--- src/rtl/frame_sequencer.sv ---
// Source-side sequencer for the AC/PH cascade: steps the analog mux round-robin, drops
// settling samples after each switch and forwards whole frames of ADC sample pairs.
module frame_sequencer #(
    parameter int unsigned CHANELS        = 4,
    parameter int unsigned FRAME_LENGTH   = 360,
    parameter int unsigned X_WIDTH        = 16,
    parameter int unsigned SETTLE_SAMPLES = 8
) (
    input  logic                       clk,
    input  logic                       rstn,
    input  logic                       en,
    input  logic                       adc_vld,
    input  logic [X_WIDTH-1:0]         adc_x1,
    input  logic [X_WIDTH-1:0]         adc_x2,
    output logic [$clog2(CHANELS)-1:0] mux_addr,
    output logic                       o_vld,
    output logic [X_WIDTH-1:0]         x1,
    output logic [X_WIDTH-1:0]         x2,
    output logic [$clog2(CHANELS)-1:0] o_chanel,
    output logic                       o_first,
    output logic                       o_last,
    output logic                       busy
);

    localparam int unsigned AW     = $clog2(CHANELS);
    localparam int unsigned CntMax = (FRAME_LENGTH > SETTLE_SAMPLES) ? FRAME_LENGTH
                                                                     : SETTLE_SAMPLES;
    localparam int unsigned CW     = $clog2(CntMax + 1);

    localparam logic [CW-1:0] FrameLast  = CW'(FRAME_LENGTH - 1);
    localparam logic [CW-1:0] SettleLast = CW'((SETTLE_SAMPLES == 0) ? 0 : SETTLE_SAMPLES - 1);
    localparam logic [AW-1:0] ChanLast   = AW'(CHANELS - 1);
    localparam bit            NoSettle   = (SETTLE_SAMPLES == 0);

    typedef enum logic [1:0] {StIdle, StSettle, StCapture} state_e;

    state_e              state_q, state_d;
    state_e              run_state;
    logic   [CW-1:0]     cnt_q, cnt_d;
    logic   [AW-1:0]     chan_q, chan_d;
    logic                fire;

    logic                vld_q;
    logic                first_q;
    logic                last_q;
    logic   [X_WIDTH-1:0] x1_q;
    logic   [X_WIDTH-1:0] x2_q;
    logic   [AW-1:0]     chanel_q;

    // With no settling window a new frame goes straight into capture.
    assign run_state = NoSettle ? StCapture : StSettle;

    always_ff @(posedge clk or negedge rstn) begin
        if (!rstn) begin
            state_q <= StIdle;
            cnt_q   <= '0;
            chan_q  <= '0;
        end else begin
            state_q <= state_d;
            cnt_q   <= cnt_d;
            chan_q  <= chan_d;
        end
    end

    always_comb begin
        state_d = state_q;
        cnt_d   = cnt_q;
        chan_d  = chan_q;
        fire    = 1'b0;
        unique case (state_q)
            StIdle: begin
                if (en) begin
                    state_d = run_state;
                    cnt_d   = '0;
                end
            end
            StSettle: begin
                if (adc_vld) begin
                    if (cnt_q == SettleLast) begin
                        state_d = StCapture;
                        cnt_d   = '0;
                    end else begin
                        cnt_d = cnt_q + 1'b1;
                    end
                end
            end
            StCapture: begin
                if (adc_vld) begin
                    fire = 1'b1;
                    if (cnt_q == FrameLast) begin
                        // Frame end: the channel pointer moves even when stopping, so the
                        // cascade's round-robin address stays aligned across stop/start.
                        cnt_d   = '0;
                        chan_d  = (chan_q == ChanLast) ? '0 : chan_q + 1'b1;
                        state_d = en ? run_state : StIdle;
                    end else begin
                        cnt_d = cnt_q + 1'b1;
                    end
                end
            end
            default: begin
                state_d = StIdle;
                cnt_d   = '0;
            end
        endcase
    end

    always_ff @(posedge clk or negedge rstn) begin
        if (!rstn) begin
            vld_q    <= 1'b0;
            first_q  <= 1'b0;
            last_q   <= 1'b0;
            x1_q     <= '0;
            x2_q     <= '0;
            chanel_q <= '0;
        end else begin
            vld_q   <= fire;
            first_q <= fire && (cnt_q == '0);
            last_q  <= fire && (cnt_q == FrameLast);
            if (fire) begin
                x1_q     <= adc_x1;
                x2_q     <= adc_x2;
                chanel_q <= chan_q;
            end
        end
    end

    always_comb begin
        mux_addr = chan_q;
        busy     = (state_q != StIdle);
        o_vld    = vld_q;
        o_first  = first_q;
        o_last   = last_q;
        x1       = x1_q;
        x2       = x2_q;
        o_chanel = chanel_q;
    end

    a_first_vld : assert property (@(posedge clk) disable iff (!rstn) o_first |-> o_vld);
    a_last_vld  : assert property (@(posedge clk) disable iff (!rstn) o_last |-> o_vld);
    a_cnt_range : assert property (@(posedge clk) disable iff (!rstn) cnt_q <= FrameLast);

endmodule

--- config.mk ---
export PLATFORM = sky130hd
export DESIGN_NAME = frame_sequencer
export DESIGN_NICKNAME = d
export VERILOG_FILES = /design/src/rtl/frame_sequencer.sv
export SDC_FILE = /design/constraint.sdc
export NUM_CORES = 1
export LEC_CHECK = 0
export ABC_CLOCK_PERIOD_IN_PS = 2600
export CELL_PAD_IN_SITES_DETAIL_PLACEMENT = 1
export CELL_PAD_IN_SITES_GLOBAL_PLACEMENT = 2
export CORE_MARGIN = 1.5
export CORE_UTILIZATION = 29
export CTS_CLUSTER_SIZE = 28
export DETAILED_ROUTE_END_ITERATION = 10
export MAX_ROUTING_LAYER = met4
export PLACE_DENSITY_LB_ADDON = 0.1
export SLEW_MARGIN = 5
export SYNTH_ARGS = -nofsm -noshare
export SYNTH_HDL_FRONTEND = slang
export SYNTH_SLANG_ARGS = --single-unit
--- constraint.sdc ---
create_clock -name clk -period 2.6 [get_ports clk]
set_input_delay 0.26 -clock clk [delete_from_list [all_inputs] [get_ports clk]]
set_output_delay 0.26 -clock clk [all_outputs]
set_load 0.03 [all_outputs]
==> reports/summary.md <==
### Clock network
- **clock tree from TritonCTS** done
- **clock buffers created by TritonCTS** 5
- **setup repair bufs after CTS** 0
- **hold buffer count at cts** 0
- **Clk Latency, worst-skew pair** 290 ps
- **H-tree lvl count** 2
- **Clock Sink Count** 50
- **cts repair resizes** 0
- **CTS clock-pin slew for the worst setup and hold paths** 90 ps
- **Root Driver** clkbuf_8
- **worst-case clock buffer depth** 2

### Final layout
- **multi-input gate area in the final layout** 883 um^2
- **total of fill cells in the finished design** 809
- **Final Non-Filler Cells** 345
- **layout cells sized above 1** 0.228
- **count of antenna diodes in the layout** 0
- **Area growth syn-to-layout** 45.0%
- **Design Area, Final** 0.00315 mm^2
- **Seq. cell area** 0.00125 mm^2
- **NumNets Final** 288
- **fin util** 0.434

### Worst setup path
- **largest fanout on the critical path** 4
- **crit path max-delay cell type** clkdlybuf4s50_1
- **path depth of the worst reg2reg path** 6
- **slowest stage delay, CP** 670 ps
- **sort of element at the start of the critical path** flop
- **endpoint type of the worst setup path** primary output
- **Crit path top cell by count** inv_1
- **cells traversed along the worst timing path** inv_1 -> ha_1 -> inv_1 -> clkdlybuf4s50_1
- **r2r setup slk** 620 ps
- **kind of critical path** reg -> out
- **worst path required time** 2340 ps
- **RR Endpoint** cnt_q[0]
- **worst flop-to-flop path startpoint** cnt_q[1]
- **data arrival time of the critical path** 1760 ps

### Timing
- **setup TNS** 0 ps
- **final setup margin** 578 ps
- **RSZ-0062 raised after global routing** no
- **worst slew pin tran** 646 ps
- **Fin Hold WS** 57.6 ps
- **normalized max-slew margin** 0.569
- **crit path time final** 2020 ps
- **number of pins with negative max-slew slack in the final report** 0
- **final critical-path share of the clock period** 0.778
- **Final Hold Vio Count** 0
- **fmax** 0.494 GHz
- **worst clock skew** 3.48 ps
- **Final setup viols** 0

### Synth
- **most frequent cell after synthesis** dfrtp_1
- **fraction of registers with async set/reset** 1.00
- **Yosys top cell by area** dfrtp_1
- **Synth Register Bits** 50
- **total standard cell area after synthesis** 0.00217 mm^2
- **share of the yosys chip area belonging to registers** 0.576
- **proportion of netlist area held by the largest area contributor** 0.576
- **top_reg_cell synth** dfrtp_1
- **Synth Instances** 162
- **Post-synth EDFFs** 0
- **Yosys Warn Count** 0
- **most frequent cells after synthesis** dfrtp_1, mux2_2, nand2_1, ha_1
- **count of different cell masters after synthesis** 30
- **synthesized area per cell** 13.4 um^2
- **net count after synthesis** 205
- **Synth area leaders** dfrtp_1, mux2_2, ha_1, nand2_1, o21ai_0

### Placed design
- **standard cell area after detailed placement** 0.00306 mm^2
- **count of placed standard cells including taps** 337
- **pre-CTS setup slack** 642 ps
- **detailed-placement wirelength estimate** 3780 um
- **RD Place Congestion** 0.768
- **number of buffer cells added on primary ports** 75

### Job
- **total of max-cap violations** 0

### Die
- **chip width** 89.5 um
- **y dimension of the die** 89.5 um
- **starting density of the core** 0.299
- **area of the core region** 0.00725 mm^2
- **Die Area** 0.00802 mm^2
- **io pins** 76
- **site row count** 31

### Pwr
- **proportion of power drawn by the clock network** 0.128
- **combinational share of power** 0.532
- **switching part of the total** 0.401
- **worst voltage drop across the vdd grid** 0.402 mV
- **total chip power** 3.53 mW
- **Psw** 1.41 mW
- **sequential share of power** 0.340
- **Leak** 1.38 nW
- **power density over the cells** 1120 mW/mm^2
- **Pint** 2.11 mW

### Global route
- **number of global-route vias before repair** 1,519
- **total overflow reported by the global router** 0
- **number of antenna violations at the first check in global routing** 0
- **first-pass GRT wire length** 8020 um
- **maximum number of pins on one net before global-route repair** 51
- **All-Layer GR Usage** 0.136

### Hold path
- **HP Class** in -> async

### Route
- **number of remaining DRC errors** 0
- **number of DRC markers in iteration 0** 34
- **total wirelength of the detailed-routed design** 5150 um
- **average routed wire per standard cell** 14.9 um
- **post-detailed-route count of antenna-violating nets** 0
- **TritonRoute pass-1 iters** 2
- **overall via count from detail_route** 1,569
- **post-detailed-route via-to-cell ratio** 4.55

### Run status
- **run status** finished, final reports clean

power by group through the flow:
stage / registers, mW / logic [mW] / clock network (mW)
finish: 1.20 / 1.88 / 0.450
floorplan: 1.74 / 0.590 / 0
global route: 1.24 / 2.01 / 0.501
detailed placement: 1.22 / 1.90 / 0
CTS: 1.20 / 1.90 / 0.479
global placement: 1.21 / 1.89 / 0
sequential cells by signal, indices dropped and copies added, names as in the netlist:
register,cells
x1,16
x2,16
cnt_q,9
mux_addr,2
o_chanel,2
state_q,2
o_first,1
o_last,1
o_vld,1
kinds of logic (layout without fill, tap and decap cells):
kind of cell / count (synthesis) / in the layout / share of synthesized area
adders and majority gates: 7 / 7 / 0.0403
DFF: 50 / 50 / 0.576
AOI/OAI and AO/OA: 21 / 21 / 0.0691
buffers and inverters: 10 / 94 / 0.0173
and+or+nand+nor: 35 / 35 / 0.0939
muxes: 39 / 39 / 0.203
critical path: cells and delay by family, from the launching register on:
kind / cells / cell delay, ps
buffers and inverters: 3 / 840
DFF: 1 / 410
adders and majority gates: 1 / 210
metal layers:
layer / up-vias / track usage / routed length (um)
li1: 743 / - / -
met1: 775 / 0.191 / 2540
met2: 49 / 0.197 / 2290
met3: 2 / 0.0305 / 297
met4: 0 / 0.0350 / 23
met5: - / - / 0
cell usage in the layout (no fill, tap or decap), types with 2 or more instances in the layout:
| cell type | count |
|---|---|
| clkdlybuf4s50_1 | 74 |
| dfrtp_1 | 50 |
| mux2_2 | 37 |
| nand2_1 | 9 |
| ha_1 | 7 |
| inv_1 | 6 |
| nor2_1 | 6 |
| o21ai_0 | 6 |
| a21oi_1 | 5 |
| clkbuf_8 | 5 |
| buf_4 | 5 |
| nor3_1 | 4 |
| nand3_1 | 4 |
| a22o_1 | 3 |
| and2b_1 | 2 |
| and3_1 | 2 |
| o22ai_1 | 2 |
layout make-up:
| class | count | share of cell area |
|---|---|---|
| repair buffers | 80 | 0.249 |
| well taps | 99 | 0.0393 |
| inverters | 6 | 0.00715 |
| multi-input cells | 102 | 0.280 |
| flip-flops and latches | 50 | 0.397 |
| clock inverters | 2 | 0.00437 |
| clock buffers | 6 | 0.0230 |
worst max path at each step:
stage | start | to | depth (start not counted)
floorplan | state_q[0] | cnt_q[5] | 8
global placement | state_q[0] | state_q[1] | 7
detailed placement | cnt_q[0] | cnt_q[0] | 6
CTS | state_q[0] | busy | 4
global route | state_q[0] | busy | 4
finish | state_q[0] | busy | 4
(Power assumes the default switching activity.)
==> RTL edit (config.mk and constraints unchanged) <==
Change the parameter `CHANELS` from 4 to 8.
--- a/src/rtl/frame_sequencer.sv
+++ b/src/rtl/frame_sequencer.sv
@@ -1,7 +1,7 @@
 // Source-side sequencer for the AC/PH cascade: steps the analog mux round-robin, drops
 // settling samples after each switch and forwards whole frames of ADC sample pairs.
 module frame_sequencer #(
-    parameter int unsigned CHANELS        = 4,
+    parameter int unsigned CHANELS        = 8,
     parameter int unsigned FRAME_LENGTH   = 360,
     parameter int unsigned X_WIDTH        = 16,
     parameter int unsigned SETTLE_SAMPLES = 8
Ports: changed (resized mux_addr and o_chanel); port bits go from 76 to 78. The function was not compared with the original's and may differ.
==> RTL edit against the original RTL <==
Area after synthesis up 5.0%; largest cell class unchanged; highest routed layer unchanged; critical path type is now reg -> reg; critical path depth unchanged; setup slack worse by 0.056 ns; synthesized cell count up 8.6%; total power up 4.7%; sequential cell count up 2; global-route usage up 0.70 points; routed wire length up 6.2%; largest power group unchanged; final area up 4.8%; maximum frequency down 2.7%; sequential power up 4%.
==> RTL edit: results (changes against the original RTL) <==
GRT
  – Met2 usage: 23.2% (was 19.7%)
  – Pin count of the biggest net entering global routing: 28 (was 51)
  – Met3 usage: 2.99% (was 3.05%)
  – Gr usage total: 14.3% (was 13.6%)
  – Met1 usage: 18.0% (was 19.1%)

Detailed routing
  – 1st-iter DRT viols: 37 (was 34)
  – Vias per cell: 4.69 (was 4.55)
  – Post-Route WL: 5.47 mm (was 5.15 mm)
  – DR pass1 iterations: 4 (was 2)

Synthesis
  – Synth cell types: 27 (was 30)
  – Synth Area in Compound Gates: 8.50% (was 6.91%)
  – Multiplexer share of the synthesized area: 18.8% (was 20.3%)
  – Adder-cell share of the synthesized area: 4.39% (was 4.03%)
  – Post-synth top cells: 52 x dfrtp_1, 38 x mux2_2, 15 x nand2_1 (was 50 x dfrtp_1, 37 x mux2_2, 9 x nand2_1)
  – Top cells by area, synth: dfrtp_1 57%, mux2_2 19%, ha_1 4.4%, nand2_1 2.5%, o2111ai_1 2.3% (was dfrtp_1 58%, mux2_2 19%, ha_1 4.0%, nand2_1 1.6%, o21ai_0 1.4%)

Timing
  – Worst Skew: 0.00873 ns (was 0.00348 ns)
  – Relative slew slack: 57.9% (was 56.9%)

Final layout
  – Fillers: 835 (was 809)
  – # nets final: 304 (was 288)
  – Share of post-route cells with drive strength above 1: 21.5% (was 22.8%)
  – Area growth syn-to-layout: 44.8% (was 45.0%)

Place
  – I/O Buffers: 77 (was 75)
  – RD Place Congestion: 0.779 (was 0.768)
  – Placed Area: 3200 µm² (was 3060 µm²)

Setup path
  – CP max-delay cell: dfrtp_1 (was clkdlybuf4s50_1)
  – CP max stage delay: 0.46 ns (was 0.67 ns)
  – Critical Path Fanout Max: 9 (was 4)
  – Register-to-Register Path Depth: 4 (was 6)

Power
  – Worst vdd ir: 0.000479 V (was 0.000402 V)
  – Leak: 1.40 nW (was 1.38 nW)
  – Int Power: 2.22 mW (was 2.11 mW)

Worst hold path
  – Hold Path Class: in -> async (unchanged)

Run status
  – Outcome: complete, no violations (unchanged)
RTL edit: power by group through the flow:
stage	logic [mW]	clock network [mW]	registers, mW
4_1_cts	1.99	0.512	1.25
3_5_place_dp	1.98	0	1.27
6_report	1.96	0.488	1.25
5_1_grt	2.08	0.545	1.30
3_3_place_gp	1.97	0	1.25
2_1_floorplan	0.625	0	1.80
RTL edit: final timing paths:
check / startpoint / to / slack (ns)
setup / recovery: cnt_q[3] / cnt_q[7] / 0.52
hold / removal: rstn / x1[11] / 0.50
setup reg to reg: cnt_q[3] / cnt_q[7] / 0.52
hold reg to reg: o_chanel[1] / o_chanel[1] / 0.50
max in group asynchronous: rstn / x2[4] / 1.52
min in group clk: o_chanel[1] / o_chanel[1] / 0.50
RTL edit: cells by family (layout without fill, tap and decap cells):
kind of cell,after synthesis,after routing
flip-flops,52,52
AND/OR/NAND/NOR,38,38
buffers and inverters,15,100
AO/OA/AOI/OAI,25,25
adder cells (fa/ha/maj),8,8
multiplexers,38,38
RTL edit: area by class of cell:
class | instances | share of cell area, %
flip-flops and latches | 52 | 39.4
repair buffers | 84 | 25.2
clock buffers | 7 | 2.61
well taps | 102 | 3.87
inverters | 8 | 0.909
multi-input cells | 109 | 27.7
clock inverters | 1 | 0.227
RTL edit: metal layers:
| layer | vias up | share of wire [%] |
|---|---|---|
| met2 | 54 | 48 |
| met4 | 0 | 1.3 |
| met5 | - | 0 |
| li1 | 802 | - |
| met3 | 4 | 5.2 |
| met1 | 843 | 45 |
RTL edit: per-stage QoR:
step	std cells	hold WS (ns)	setup slack (ns)	utilization (%)
2_1_floorplan	176	-0.0356	0.619	-
3_3_place_gp	354	0.328	0.567	41.6
3_5_place_dp	354	0.322	0.533	41.6
4_1_cts	363	0.501	0.514	43.0
5_1_grt	363	0.531	0.408	43.0
6_report	363	0.495	0.522	43.0
RTL edit: repair_timing:
| action | CTS | global route |
|---|---|---|
| gates resized for setup | 0 | 0 |
| hold buffers | 1 | 0 |
| buffers inserted | 0 | 0 |
| endpoints found under the hold margin | 26 | 0 |
RTL edit: worst register-to-register path, cell delays in order (launching register included):
cell      delay [ns]
dfrtp_1         0.46
or3_4           0.44
o31a_1          0.42
o211ai_1        0.42
o311ai_0        0.20
